==> src/rtl/shift_exec_stage_pkg.sv <==
// Shared definitions for the shift execute stage: op encodings, widths,
// ALU flag bit positions and the registered payload layout.
package shift_exec_stage_pkg;

    localparam int DATA_W = 8;
    localparam int AMT_W  = 3;

    typedef enum logic [1:0] {
        OP_SHL = 2'b00,
        OP_SHR = 2'b01,
        OP_ROL = 2'b10,
        OP_ASR = 2'b11
    } shift_op_e;

    // Bit positions match the ALU flag register.
    localparam int FLAG_C = 0;
    localparam int FLAG_Z = 1;
    localparam int FLAG_N = 2;
    localparam int FLAG_W = 3;

    typedef enum logic [1:0] {
        ST_EMPTY = 2'd0,
        ST_ONE   = 2'd1,
        ST_TWO   = 2'd2
    } stage_state_e;

    typedef struct packed {
        logic [DATA_W-1:0] result;
        logic [FLAG_W-1:0] flags;
    } shift_payload_t;

    function automatic logic [DATA_W-1:0] bit_reverse(input logic [DATA_W-1:0] v);
        logic [DATA_W-1:0] r;
        for (int i = 0; i < DATA_W; i++) begin
            r[i] = v[DATA_W-1-i];
        end
        return r;
    endfunction

endpackage

==> src/rtl/shift_exec_stage_core.sv <==
// Combinational shift function: the left barrel shifter plus a bit-reversed
// second copy that supplies the right shifts and the rotate's wrap-around part.
module barrel_shl #(
    parameter int W  = 8,
    parameter int AW = 3
) (
    input  logic [W-1:0]  data_i,
    input  logic [AW-1:0] amt_i,
    output logic [W-1:0]  data_o
);
    logic [W-1:0] stage [AW+1];

    assign stage[0] = data_i;

    genvar gi;
    generate
        for (gi = 0; gi < AW; gi++) begin : g_stage
            localparam int SH = 1 << gi;
            assign stage[gi+1] = amt_i[gi] ? (stage[gi] << SH) : stage[gi];
        end
    endgenerate

    assign data_o = stage[AW];
endmodule

module shift_core
    import shift_exec_stage_pkg::*;
(
    input  logic [1:0]        op_i,
    input  logic [DATA_W-1:0] a_i,
    input  logic [AMT_W-1:0]  amt_i,
    output logic [DATA_W-1:0] result_o,
    output logic [FLAG_W-1:0] flags_o
);
    logic [DATA_W-1:0] rev_a;
    logic [DATA_W-1:0] shl_y;
    logic [DATA_W-1:0] rev_in;
    logic [AMT_W-1:0]  rev_amt;
    logic [DATA_W-1:0] rev_y;
    logic [DATA_W-1:0] right_y;
    logic [DATA_W-1:0] asr_mask;
    logic [AMT_W:0]    hi_idx;
    logic [AMT_W-1:0]  lo_idx;
    logic [DATA_W-1:0] result;
    logic              carry;

    assign rev_a = bit_reverse(a_i);

    barrel_shl #(.W(DATA_W), .AW(AMT_W)) u_shl_fwd (
        .data_i (a_i),
        .amt_i  (amt_i),
        .data_o (shl_y)
    );

    // For ROL the reversed path computes a >> (8-k) as (a >> 1) >> (7-k),
    // so k = 0 shifts everything out and the rotate degenerates to a.
    assign rev_in  = (op_i == OP_ROL) ? (rev_a << 1) : rev_a;
    assign rev_amt = (op_i == OP_ROL) ? ~amt_i : amt_i;

    barrel_shl #(.W(DATA_W), .AW(AMT_W)) u_shl_rev (
        .data_i (rev_in),
        .amt_i  (rev_amt),
        .data_o (rev_y)
    );

    assign right_y  = bit_reverse(rev_y);
    assign asr_mask = a_i[DATA_W-1] ? ~({DATA_W{1'b1}} >> amt_i) : '0;
    assign hi_idx   = (AMT_W+1)'(DATA_W) - {1'b0, amt_i};
    assign lo_idx   = amt_i - AMT_W'(1);

    always_comb begin
        result = '0;
        carry  = 1'b0;
        case (op_i)
            OP_SHL: begin
                result = shl_y;
                carry  = a_i[hi_idx[AMT_W-1:0]];
            end
            OP_SHR: begin
                result = right_y;
                carry  = a_i[lo_idx];
            end
            OP_ROL: begin
                result = shl_y | right_y;
                carry  = result[0];
            end
            OP_ASR: begin
                result = right_y | asr_mask;
                carry  = a_i[lo_idx];
            end
            default: ;
        endcase
        if (amt_i == '0) begin
            carry = 1'b0;
        end
    end

    assign result_o        = result;
    assign flags_o[FLAG_C] = carry;
    assign flags_o[FLAG_Z] = (result == '0);
    assign flags_o[FLAG_N] = result[DATA_W-1];
endmodule

==> src/rtl/shift_exec_stage.sv <==
// Registered shift execute stage: output register plus one skid entry so that
// in_ready comes straight from a flop while still sustaining one op per cycle.
module shift_exec_stage
    import shift_exec_stage_pkg::*;
#(
    parameter int WIDTH = DATA_W
) (
    input  logic             clk,
    input  logic             rst_n,
    input  logic             flush,
    input  logic             in_valid,
    output logic             in_ready,
    input  logic [1:0]       in_op,
    input  logic [WIDTH-1:0] in_a,
    input  logic [AMT_W-1:0] in_amt,
    output logic             out_valid,
    input  logic             out_ready,
    output logic [WIDTH-1:0] out_result,
    output logic             out_c,
    output logic             out_z,
    output logic             out_n
);
    stage_state_e   state_q, state_d;
    logic           in_ready_q, in_ready_d;
    shift_payload_t main_q, skid_q;
    shift_payload_t core_payload;
    logic           in_fire, out_fire;
    logic           load_main, load_skid, main_from_skid;

    shift_core u_core (
        .op_i     (in_op),
        .a_i      (in_a),
        .amt_i    (in_amt),
        .result_o (core_payload.result),
        .flags_o  (core_payload.flags)
    );

    assign out_valid = (state_q != ST_EMPTY);
    assign in_ready  = in_ready_q;
    assign in_fire   = in_valid & in_ready_q;
    assign out_fire  = out_valid & out_ready;

    always_comb begin
        state_d        = state_q;
        load_main      = 1'b0;
        load_skid      = 1'b0;
        main_from_skid = 1'b0;
        case (state_q)
            ST_EMPTY: begin
                if (in_fire) begin
                    state_d   = ST_ONE;
                    load_main = 1'b1;
                end
            end
            ST_ONE: begin
                if (in_fire && !out_fire) begin
                    state_d   = ST_TWO;
                    load_skid = 1'b1;
                end else if (in_fire && out_fire) begin
                    load_main = 1'b1;
                end else if (out_fire) begin
                    state_d = ST_EMPTY;
                end
            end
            ST_TWO: begin
                if (out_fire) begin
                    state_d        = ST_ONE;
                    main_from_skid = 1'b1;
                end
            end
            default: state_d = ST_EMPTY;
        endcase
        // Flush drops everything queued but leaves payload flops untouched.
        if (flush) begin
            state_d        = ST_EMPTY;
            load_main      = 1'b0;
            load_skid      = 1'b0;
            main_from_skid = 1'b0;
        end
        in_ready_d = (state_d != ST_TWO);
    end

    always_ff @(posedge clk or negedge rst_n) begin
        if (!rst_n) begin
            state_q    <= ST_EMPTY;
            in_ready_q <= 1'b1;
            main_q     <= '0;
            skid_q     <= '0;
        end else begin
            state_q    <= state_d;
            in_ready_q <= in_ready_d;
            if (load_main) begin
                main_q <= core_payload;
            end else if (main_from_skid) begin
                main_q <= skid_q;
            end
            if (load_skid) begin
                skid_q <= core_payload;
            end
        end
    end

    assign out_result = main_q.result;
    assign out_c      = main_q.flags[FLAG_C];
    assign out_z      = main_q.flags[FLAG_Z];
    assign out_n      = main_q.flags[FLAG_N];
endmodule

==> config.mk <==
export PLATFORM = sky130hd
export DESIGN_NAME = shift_exec_stage
export DESIGN_NICKNAME = d
export VERILOG_FILES = /design/src/rtl/shift_exec_stage_pkg.sv /design/src/rtl/shift_exec_stage_core.sv /design/src/rtl/shift_exec_stage.sv
export SDC_FILE = /design/constraint.sdc
export NUM_CORES = 1
export LEC_CHECK = 0
export ABC_AREA = 1
export BUFFER_PORTS_ARGS = -buffer_cell sky130_fd_sc_hd__buf_2
export CORE_UTILIZATION = 45
export CTS_CLUSTER_DIAMETER = 80
export DETAILED_ROUTE_END_ITERATION = 6
export PLACE_DENSITY = 0.77
export SYNTH_ARGS = -nofsm -noshare
export SYNTH_HDL_FRONTEND = slang
export SYNTH_SLANG_ARGS = --single-unit
==> constraint.sdc <==
create_clock -name clk -period 1.6 [get_ports clk]
set_input_delay 0.32 -clock clk [delete_from_list [all_inputs] [get_ports clk]]
set_output_delay 0.32 -clock clk [all_outputs]
set_load 0.01 [all_outputs]
==> metrics.yaml, run 1 <==
outcome: "finished with violations"
violations: "negative setup slack"
placementRows: 23
cp-end-kind: "flop"
pre_cts_ws_ps: -272
cts_tree: "built"
utilization_pct: 68.9
max_cap_violations: 0
firstDrtPassIters: 5
syn_area_sq_um: 1980
io_pins: 31
antenna_found_initial: 0
synth.area.top_cells: "dfrtp_1, nand2_1, nand3_1, o21ai_0, inv_1"
fin_crit_ps: 1650
place_congestion: 0.957
wire_per_inst_microns: 15.0
path_clk_slew_ps: 80
htree_levels: 1
insertion_delay_ps: 260
core_sq_um: 4120
synth_compound_area_share_pct: 14.1
postCtsHoldBufs: 0
cp_num_buf_inv: 3
drc: 0
start_util_pct: 48.1
hpwl_mm: 4.21
fmax_ghz: 0.606
drt-total-wl_mm: 6.59
synth_edf_count: 0
worst-r2r-setup-slack_ps: 120
synth_top_family_by_area: "simple AND/OR/NAND/NOR gates"
p_per_area_nw_per_um2: 721
cts_buffers: 3
required_ps: 1790
power.leakage_uw: 0.00146
cts_buffer_depth: 2
drt_iter0_drc: 252
rsz0062_at_grt: "yes"
vias: 2544
layout-drive-gt1-share_pct: 38.8
layout.cells.non_filler: 439
slew_violations: 0
vias_per_cell: 5.79
synth.area.mux_share_pct: 0
cts.sinks: 23
ys_types: 28
grt_pass1_wl_mm: 8.46
antenna_cells: 0
finalWorstSetupSlack_ps: -48.9
synth-main-ff-cell: "dfrtp_1"
nets: 412
fillers: 311
netlist.area_leader.share_pct: 27.8
slew_headroom_pct: 66.5
fin_skew_ps: 6.96
tns_ps: -80.1
crit_type: "in -> reg"
avgSynthCellArea_sq_um: 6.30
synth_xor_xnor_area_share_pct: 1.83
fin_crit_sh_pct: 103
power_uw: 2040
setup_viol: 2
synth.largest_area_cell: "dfrtp_1"
syn_to_final_growth_pct: 43.3
synthAdderAreaFrac_pct: 2.53
crit_family: "compound AO/OA/AOI/OAI gates"
grt_use_total_pct: 23.7
grt_overflow: 0
grt_pass1_vias: 1969
synthArstFlopShare_pct: 100
worstPathCellList: "buf_4, clkbuf_16, nand2_1, o21ai_4, buf_4, o211ai_1, a21oi_1, nor3_2, nand2_1, o211ai_1"
peakVddDrop_mv: 0.423
cpPeakStageDelay_ps: 240
hp-class: "in -> async"
clock-root-buffer: "clkbuf_8"
worstPathArrival_ps: 1840
hold_viol: 0
crit_path_top_delay_cell: "nor3_2"
dp_cells: 422
die_h_microns: 68.3
ys_warn_count: 0
worstMarginPinSlew_ps: 503
synth-seq-cells: 23
die_x_microns: 68.3
synth-seq-area-share_pct: 29.2
critPathLaunchType: "input port"
die_area_sq_um: 4660
synth_cells: 314
yosys.area_share.simple_pct: 42.7
crit_fanout: 8
synth_nets: 336
io_buffers: 30
drt.antenna.violating_nets: 0
grt_max_degree: 24
## sequential cells by signal (all words and copies together) (netlist names)
name	flops
state_q	2
in_ready	1
out_result	8
skid_q	10
out_z	1
out_c	1
## cell families after synthesis
group | after synthesis
xor gates and xnor gates | 2
DFF | 23
AOI/OAI and AO/OA | 48
adders and majority gates | 4
buffers and inverters | 40
and+or+nand+nor | 197
## worst paths after layout
path,startpoint,endpoint,cells past startpoint
worst max-delay path,in_amt[0],out_c$_DFFE_PN0P_,10
worst min-delay path,rst_n,out_result[1]$_DFFE_PN0P_,1
worst max register to register,state_q[0]$_DFF_PN0_,out_result[2]$_DFFE_PN0P_,8
worst min register to register,out_result[6]$_DFFE_PN0P_,out_result[6]$_DFFE_PN0P_,2
max in group asynchronous,rst_n,in_ready$_DFF_PN1_,1
min in group clk,flush,state_q[0]$_DFF_PN0_,4
## metrics by stage
step / cell area (sq um) / hold WS [ps]
detailed placement: 2420 / 316
global placement: 2420 / 313
CTS: 2470 / 29.5
floorplan: 1980 / 24.4
finish: 2840 / 11.7
global route: 2840 / 40.3
## routing by layer
layer	share of wire, %	track usage (%)
met1	39	32.0
met2	45	40.8
met3	10	3.00
met4	5.8	3.39
met5	0	0
## report_power, final
part	leakage (uW)	total, uW	internal (uW)	switching (uW)
clock network	0.0000255	352	174	178
logic	0.00115	926	389	537
registers	0.000291	766	710	56.5
## layout by cell type, fill, tap and decap left out, types with 5 or more instances in the layout
master	n
nand2_1	98
a21oi_1	6
nand2_4	6
nand3_2	10
nor2_1	18
buf_6	5
a21oi_2	5
nor2_2	5
dfrtp_1	22
inv_2	5
inv_1	21
nand2_2	20
buf_2	28
buf_4	44
o211ai_1	9
o21ai_0	18
nand3_1	34
o21ai_1	5
## cell usage after synthesis (3+ instances only)
cell type,instances
nand2_1,117
nand3_1,43
inv_1,25
nor2_1,24
dfrtp_1,22
o21ai_0,19
a21oi_1,9
o211ai_1,9
nand2_2,6
o21ai_1,5
buf_4,4
ha_1,4
inv_2,4
clkbuf_1,3
nand3_2,3
## repair_timing
| item | 4_1_cts | 5_1_grt |
|---|---|---|
| resized for setup | 1 | 71 |
| gates cloned | 0 | 2 |
| buffers inserted | 0 | 11 |
| endpoints found under the setup margin | 2 | 13 |
| pin swaps | 0 | 22 |
## layout make-up
cell class | instances | area [sq um] | area share (%)
clock buffers | 3 | 41.3 | 1.46
clock inverters | 1 | 5.00 | 0.177
inverters | 30 | 126 | 4.46
multi-input cells | 251 | 1420 | 50.2
flip-flops and latches | 23 | 577 | 20.3
well taps | 50 | 62.6 | 2.21
repair buffers | 80 | 592 | 20.9
repair inverters | 1 | 7.51 | 0.265
Note: power is estimated with default switching activity, not from simulation.
==> run 2, diff against run 1 <==
--- a/config.mk
+++ b/config.mk
@@ -11,6 +11,7 @@
 export CTS_CLUSTER_DIAMETER = 80
 export DETAILED_ROUTE_END_ITERATION = 6
 export PLACE_DENSITY = 0.77
+export RECOVER_POWER = 50
 export SYNTH_ARGS = -nofsm -noshare
 export SYNTH_HDL_FRONTEND = slang
 export SYNTH_SLANG_ARGS = --single-unit
==> run 2 against run 1 <==
Via count shrank 0.39%. Clock-buffer cell count is the same. First-iteration DRC count shrank 2.4%. Highest routed layer unchanged. Flip-flop and latch count is the same. Worst setup slack lost 45 ps. Worst hold slack gained 270 ps. The run still ends with negative setup slack left. Sequential power is essentially flat. Clock power is essentially flat.
==> metrics.yaml, run 2 (synthesis gave the netlist of run 1 again) <==
outcome: "finished with violations"  # unchanged
violations: "negative setup slack"  # unchanged
setup_viol: 2  # unchanged
rsz0062_at_grt: "yes"  # unchanged
grtUsageMet3_pct: 3.00  # unchanged
r2r-end: "out_result[2]$_DFFE_PN0P_"  # unchanged
insertion_delay_ps: 260  # about the same
grt_pass1_wl_mm: 8.46  # unchanged
crit_family: "compound AO/OA/AOI/OAI gates"  # unchanged
start_util_pct: 48.1  # unchanged
final_cell_mix: "nand2_1, buf_4, nand3_1, buf_2, dfrtp_1"  # unchanged
grt.met1_usage_pct: 32.0  # unchanged
worst-r2r-setup-slack_ps: 110  # was 120 ps
regMostFlops: "skid_q"  # unchanged
cp_num_buf_inv: 3  # unchanged
power_uw: 2040  # about the same
reg2reg_depth: 8  # unchanged
slew_violations: 0  # unchanged
worstPathArrival_ps: 1880  # was 1840 ps
path_clk_slew_ps: 80  # about the same
core_sq_um: 4120  # unchanged
max_cap_violations: 0  # unchanged
drt_iter0_drc: 246  # was 252
fin_skew_ps: 7.06  # was 6.96 ps
cts_tree: "built"  # unchanged
firstDrtPassIters: 5  # unchanged
vias_per_cell: 5.77  # was 5.79
fmax_ghz: 0.590  # was 0.606 GHz
place_congestion: 0.957  # unchanged
syn_to_final_growth_pct: 42.9  # was 43.3%
layout-drive-gt1-share_pct: 37.3  # was 38.8%
peakVddDrop_mv: 0.423  # about the same
power.leakage_uw: 0.00144  # was 0.00146 uW
crit_fanout: 8  # unchanged
clock-root-buffer: "clkbuf_8"  # unchanged
drc: 0  # unchanged
hold_viol: 0  # unchanged
crit_type: "in -> reg"  # unchanged
die_area_sq_um: 4660  # unchanged
drt.antenna.violating_nets: 0  # unchanged
fillers: 316  # was 311
timing.hold.ws_ps: 280  # was 11.7 ps
grt_max_degree: 24  # unchanged
placementRows: 23  # unchanged
worstPathCellList: "buf_4, clkbuf_16, nand2_1, o21ai_4, buf_4, o211ai_1, a21oi_1, nor3_2, nand2_1, o211ai_1"  # unchanged
vias: 2534  # was 2,544
htree_levels: 1  # unchanged
fin_crit_ps: 1690  # was 1650 ps
hpwl_mm: 4.21  # unchanged
grt_use_total_pct: 23.7  # unchanged
r2r_start: "state_q[0]$_DFF_PN0_"  # unchanged
fin_crit_sh_pct: 106  # was 103%
cpPeakStageDelay_ps: 240  # about the same
antenna_cells: 0  # unchanged
finalWorstSetupSlack_ps: -94.3  # was -48.9 ps
crit_path_top_delay_cell: "nor3_2"  # unchanged
io_pins: 31  # unchanged
postCtsHoldBufs: 0  # unchanged
antenna_found_initial: 0  # unchanged
critPathLaunchType: "input port"  # unchanged
grt_overflow: 0  # unchanged
final_common_cell: "nand2_1"  # unchanged
die_h_microns: 68.3  # unchanged
die_x_microns: 68.3  # unchanged
slew_headroom_pct: 19.6  # was 66.5%
largest_reg_flops: 10  # unchanged
cts_buffers: 3  # unchanged
nets: 412  # unchanged
worstMarginPinSlew_ps: 1210  # was 503 ps
required_ps: 1790  # about the same
p_per_area_nw_per_um2: 721  # about the same
hp-class: "in -> async"  # unchanged
cts.sinks: 23  # unchanged
cts_buffer_depth: 2  # unchanged
wire_per_inst_microns: 15.1  # was 15.0 microns
grt-busiest-layer: "met2"  # unchanged
io_buffers: 30  # unchanged
grt_pass1_vias: 1969  # unchanged
drt-total-wl_mm: 6.61  # was 6.59 mm
gr-usage-met2_pct: 40.8  # unchanged
cp-end-kind: "flop"  # unchanged
-- run 2: final cells by class --
type                    instances  area [sq um]  area share [%]
multi-input cells             251          1420            50.4
clock inverters                 1          5.00           0.177
inverters                      30           126            4.47
clock buffers                   3          41.3            1.46
well taps                      50          62.6            2.21
repair inverters                1          7.51           0.265
repair buffers                 80           584            20.7
flip-flops and latches         23           577            20.4
-- run 2: what timing repair did --
action	4_1_cts	5_1_grt
endpoints found under the setup margin	2	13
cloned	0	2
setup buffers	0	11
resized for setup	1	71
pin swaps	0	22
-- run 2: layer usage --
layer  part of all wire (%)  routed length, microns
met5                      0                       0
met2                     45                    2960
met1                     39                    2590
met4                    5.5                     366
met3                     10                     693
-- run 2: worst max path at each step --
stage,endpoint,startpoint,cells past startpoint,slack (ps)
2_1_floorplan,out_z$_DFFE_PN0P_,in_op[1],16,0.5
3_3_place_gp,out_z$_DFFE_PN0P_,in_amt[0],15,-250
3_5_place_dp,out_z$_DFFE_PN0P_,in_amt[0],15,-270
4_1_cts,out_z$_DFFE_PN0P_,in_amt[0],16,6
5_1_grt,out_z$_DFFE_PN0P_,in_amt[0],15,-90
6_report,out_c$_DFFE_PN0P_,in_amt[0],10,-90
-- run 2: per-stage QoR --
stage          area (sq um)  setup WS [ps]  TNS [ps]  utilization, %  std cells
3_3_place_gp           2420           -253     -2370            58.9        422
6_report               2830          -94.3      -170            68.7        439
4_1_cts                2470           5.90         0            60.0        426
5_1_grt                2830          -92.8      -286            68.7        439
3_5_place_dp           2420           -272     -2830            58.9        422
2_1_floorplan          1980          0.509         0               -        314
-- run 2: worst reg2reg max path, stage by stage (launching register included) --
cell and delay, ps:
dfrtp_1 410, inv_1 100, nor2_1 70, nor2_1 190, nand2_2 150, nand2_4 120, clkinvlp_4 150, nand2_1 90
o211ai_1 90
-- run 2: report_power, final --
| part | leakage (uW) | internal (uW) | switching, uW |
|---|---|---|---|
| clock | 0.0000255 | 174 | 179 |
| sequential | 0.000291 | 710 | 57.4 |
| combinational | 0.00113 | 381 | 538 |
| total | 0.00144 | 1260 | 774 |
==> run 3, diff against run 2 <==
--- a/config.mk
+++ b/config.mk
@@ -7,10 +7,11 @@
 export LEC_CHECK = 0
 export ABC_AREA = 1
 export BUFFER_PORTS_ARGS = -buffer_cell sky130_fd_sc_hd__buf_2
-export CORE_UTILIZATION = 45
+export CORE_UTILIZATION = 30
 export CTS_CLUSTER_DIAMETER = 80
+export CTS_CLUSTER_SIZE = 28
 export DETAILED_ROUTE_END_ITERATION = 6
-export PLACE_DENSITY = 0.77
+export PLACE_DENSITY = 0.59
 export RECOVER_POWER = 50
 export SYNTH_ARGS = -nofsm -noshare
 export SYNTH_HDL_FRONTEND = slang
==> run 3 against run 2 <==
The flow now finishes without violations. Via count is 12% lower. Clock skew is 3.7 ps lower. Total power is 3.4% lower. Largest cell class unchanged. Highest routed layer unchanged.
==> metrics.yaml, run 3 (synthesis gave the netlist of run 1 again) <==
cp-end-kind: "flop"  # unchanged
worstPathArrival_ps: 1710  # was 1880 ps
worst-r2r-setup-slack_ps: 160  # was 110 ps
hp-class: "in -> async"  # unchanged
placementRows: 29  # was 23
nets: 406  # was 412
syn_to_final_growth_pct: 37.4  # was 42.9%
required_ps: 1760  # was 1790 ps
final_common_cell: "nand2_1"  # unchanged
dp_cells: 450  # was 422
slew_violations: 0  # unchanged
die_area_sq_um: 6920  # was 4660 sq um
fin_crit_sh_pct: 97.2  # was 106%
crit_fanout: 7  # was 8
r2r_start: "in_ready$_DFF_PN1_"  # was state_q[0]$_DFF_PN0_
power.leakage_uw: 0.00139  # was 0.00144 uW
reg2reg_depth: 7  # was 8
slew_headroom_pct: 20.7  # was 19.6%
hold_viol: 0  # unchanged
setup_viol: 0  # was 2
utilization_pct: 42.8  # was 68.7%
grt_use_total_pct: 16.4  # was 23.7%
design_area_sq_um: 2720  # was 2830 sq um
io_pins: 31  # unchanged
core_sq_um: 6350  # was 4120 sq um
clock-root-buffer: "clkbuf_8"  # unchanged
die_x_microns: 83.2  # was 68.3 microns
final_cell_mix: "nand2_1, buf_4, nand3_1, inv_1"  # was nand2_1, buf_4, nand3_1, buf_2, dfrtp_1
layout-drive-gt1-share_pct: 32.4  # was 37.3%
fmax_ghz: 0.643  # was 0.590 GHz
fillers: 683  # was 316
p_per_area_nw_per_um2: 725  # was 721 nW/um^2
die_h_microns: 83.2  # was 68.3 microns
htree_levels: 1  # unchanged
crit_type: "in -> reg"  # unchanged
path_clk_slew_ps: 80  # about the same
drc: 0  # unchanged
outcome: "finished clean"  # was finished with violations
grt_pass1_vias: 2072  # was 1,969
firstDrtPassIters: 4  # was 5
antenna_found_initial: 0  # unchanged
fin_skew_ps: 3.35  # was 7.06 ps
drt-total-wl_mm: 5.64  # was 6.61 mm
vias_per_cell: 4.85  # was 5.77
cts_buffer_depth: 2  # unchanged
regMostFlops: "skid_q"  # unchanged
cts_tree: "built"  # unchanged
finalWorstSetupSlack_ps: 44.3  # was -94.3 ps
critPathLaunchType: "input port"  # unchanged
worstMarginPinSlew_ps: 1190  # was 1210 ps
largest_reg_flops: 10  # unchanged
r2r-end: "out_result[1]$_DFFE_PN0P_"  # was out_result[2]$_DFFE_PN0P_
io_buffers: 30  # unchanged
pre_cts_ws_ps: -305  # was -272 ps
insertion_delay_ps: 260  # about the same
peakVddDrop_mv: 0.520  # was 0.423 mV
grt_max_degree: 24  # unchanged
vias: 2232  # was 2,534
power_uw: 1970  # was 2040 uW
wire_per_inst_microns: 12.3  # was 15.1 microns
grt_overflow: 0  # unchanged
fin_crit_ps: 1560  # was 1690 ps
cts.sinks: 23  # unchanged
hpwl_mm: 4.34  # was 4.21 mm
placed_area_sq_um: 2450  # was 2420 sq um
start_util_pct: 31.2  # was 48.1%
max_cap_violations: 0  # unchanged
drt.antenna.violating_nets: 0  # unchanged
rsz0062_at_grt: "yes"  # unchanged
place_congestion: 0.918  # was 0.957
antenna_cells: 0  # unchanged
grt_pass1_wl_mm: 9.45  # was 8.46 mm
cts_buffers: 3  # unchanged
layout.cells.non_filler: 460  # was 439
drt_iter0_drc: 87  # was 246
## run 3: repair_timing
item                       in CTS  in global routing
hold buffers                    0                  0
setup endpoints to repair       1                 17
buffers inserted                0                  4
pin swaps                       0                 18
hold endpoints to repair        0                  0
gates resized for setup         2                 52
cloned                          0                  2
## run 3: layout make-up
type | instances | area, sq um | area share, %
clock buffer | 4 | 45.0 | 1.66
inverter | 30 | 126 | 4.65
multi-input combinational | 251 | 1350 | 49.5
sequential | 23 | 577 | 21.2
tap | 77 | 96.3 | 3.55
timing repair buffer | 74 | 520 | 19.2
timing repair inverter | 1 | 7.51 | 0.276
## run 3: stage by stage
stage,TNS (ps),hold slack [ps]
final,0,278
after global routing,-146,383
after CTS,0,36.6
after detailed placement,-3520,326
after global placement,-2950,320
after floorplan,0,24.4
## run 3: worst max-delay path by stage
stage	slack, ps	from	end	cells after the start
after CTS	0.9	in_op[0]	out_z$_DFFE_PN0P_	16
after detailed placement	-300	in_amt[0]	out_z$_DFFE_PN0P_	15
final	40	in_op[0]	out_z$_DFFE_PN0P_	16
after floorplan	0.5	in_op[1]	out_z$_DFFE_PN0P_	16
after global placement	-270	in_op[0]	out_z$_DFFE_PN0P_	16
after global routing	-70	in_op[0]	out_z$_DFFE_PN0P_	16
## run 3: metal layers
layer / GRT usage [%] / up-vias / wire (microns)
met4: 5.49 / 0 / 68
met3: 1.59 / 6 / 199
met2: 27.3 / 57 / 2700
li1: - / 1165 / -
met5: 0 / - / 0
met1: 22.2 / 1004 / 2670
## run 3: power breakdown
part	internal [uW]	switching (uW)
registers	710	59.7
logic	360	480
clock network	178	182
## run 3: critical path: stages
cell and delay (ps):
buf_8 100, inv_8 60, nand2_8 70, buf_8 150, xor2_4 280, nand3_2 110
nand2_1 80, nand2_1 50, nand2_1 90, nor2_1 50, nand3_1 70, nor2_1 40
nand2_1 70, nand2_1 50, nand2_1 60, nand2_1 40
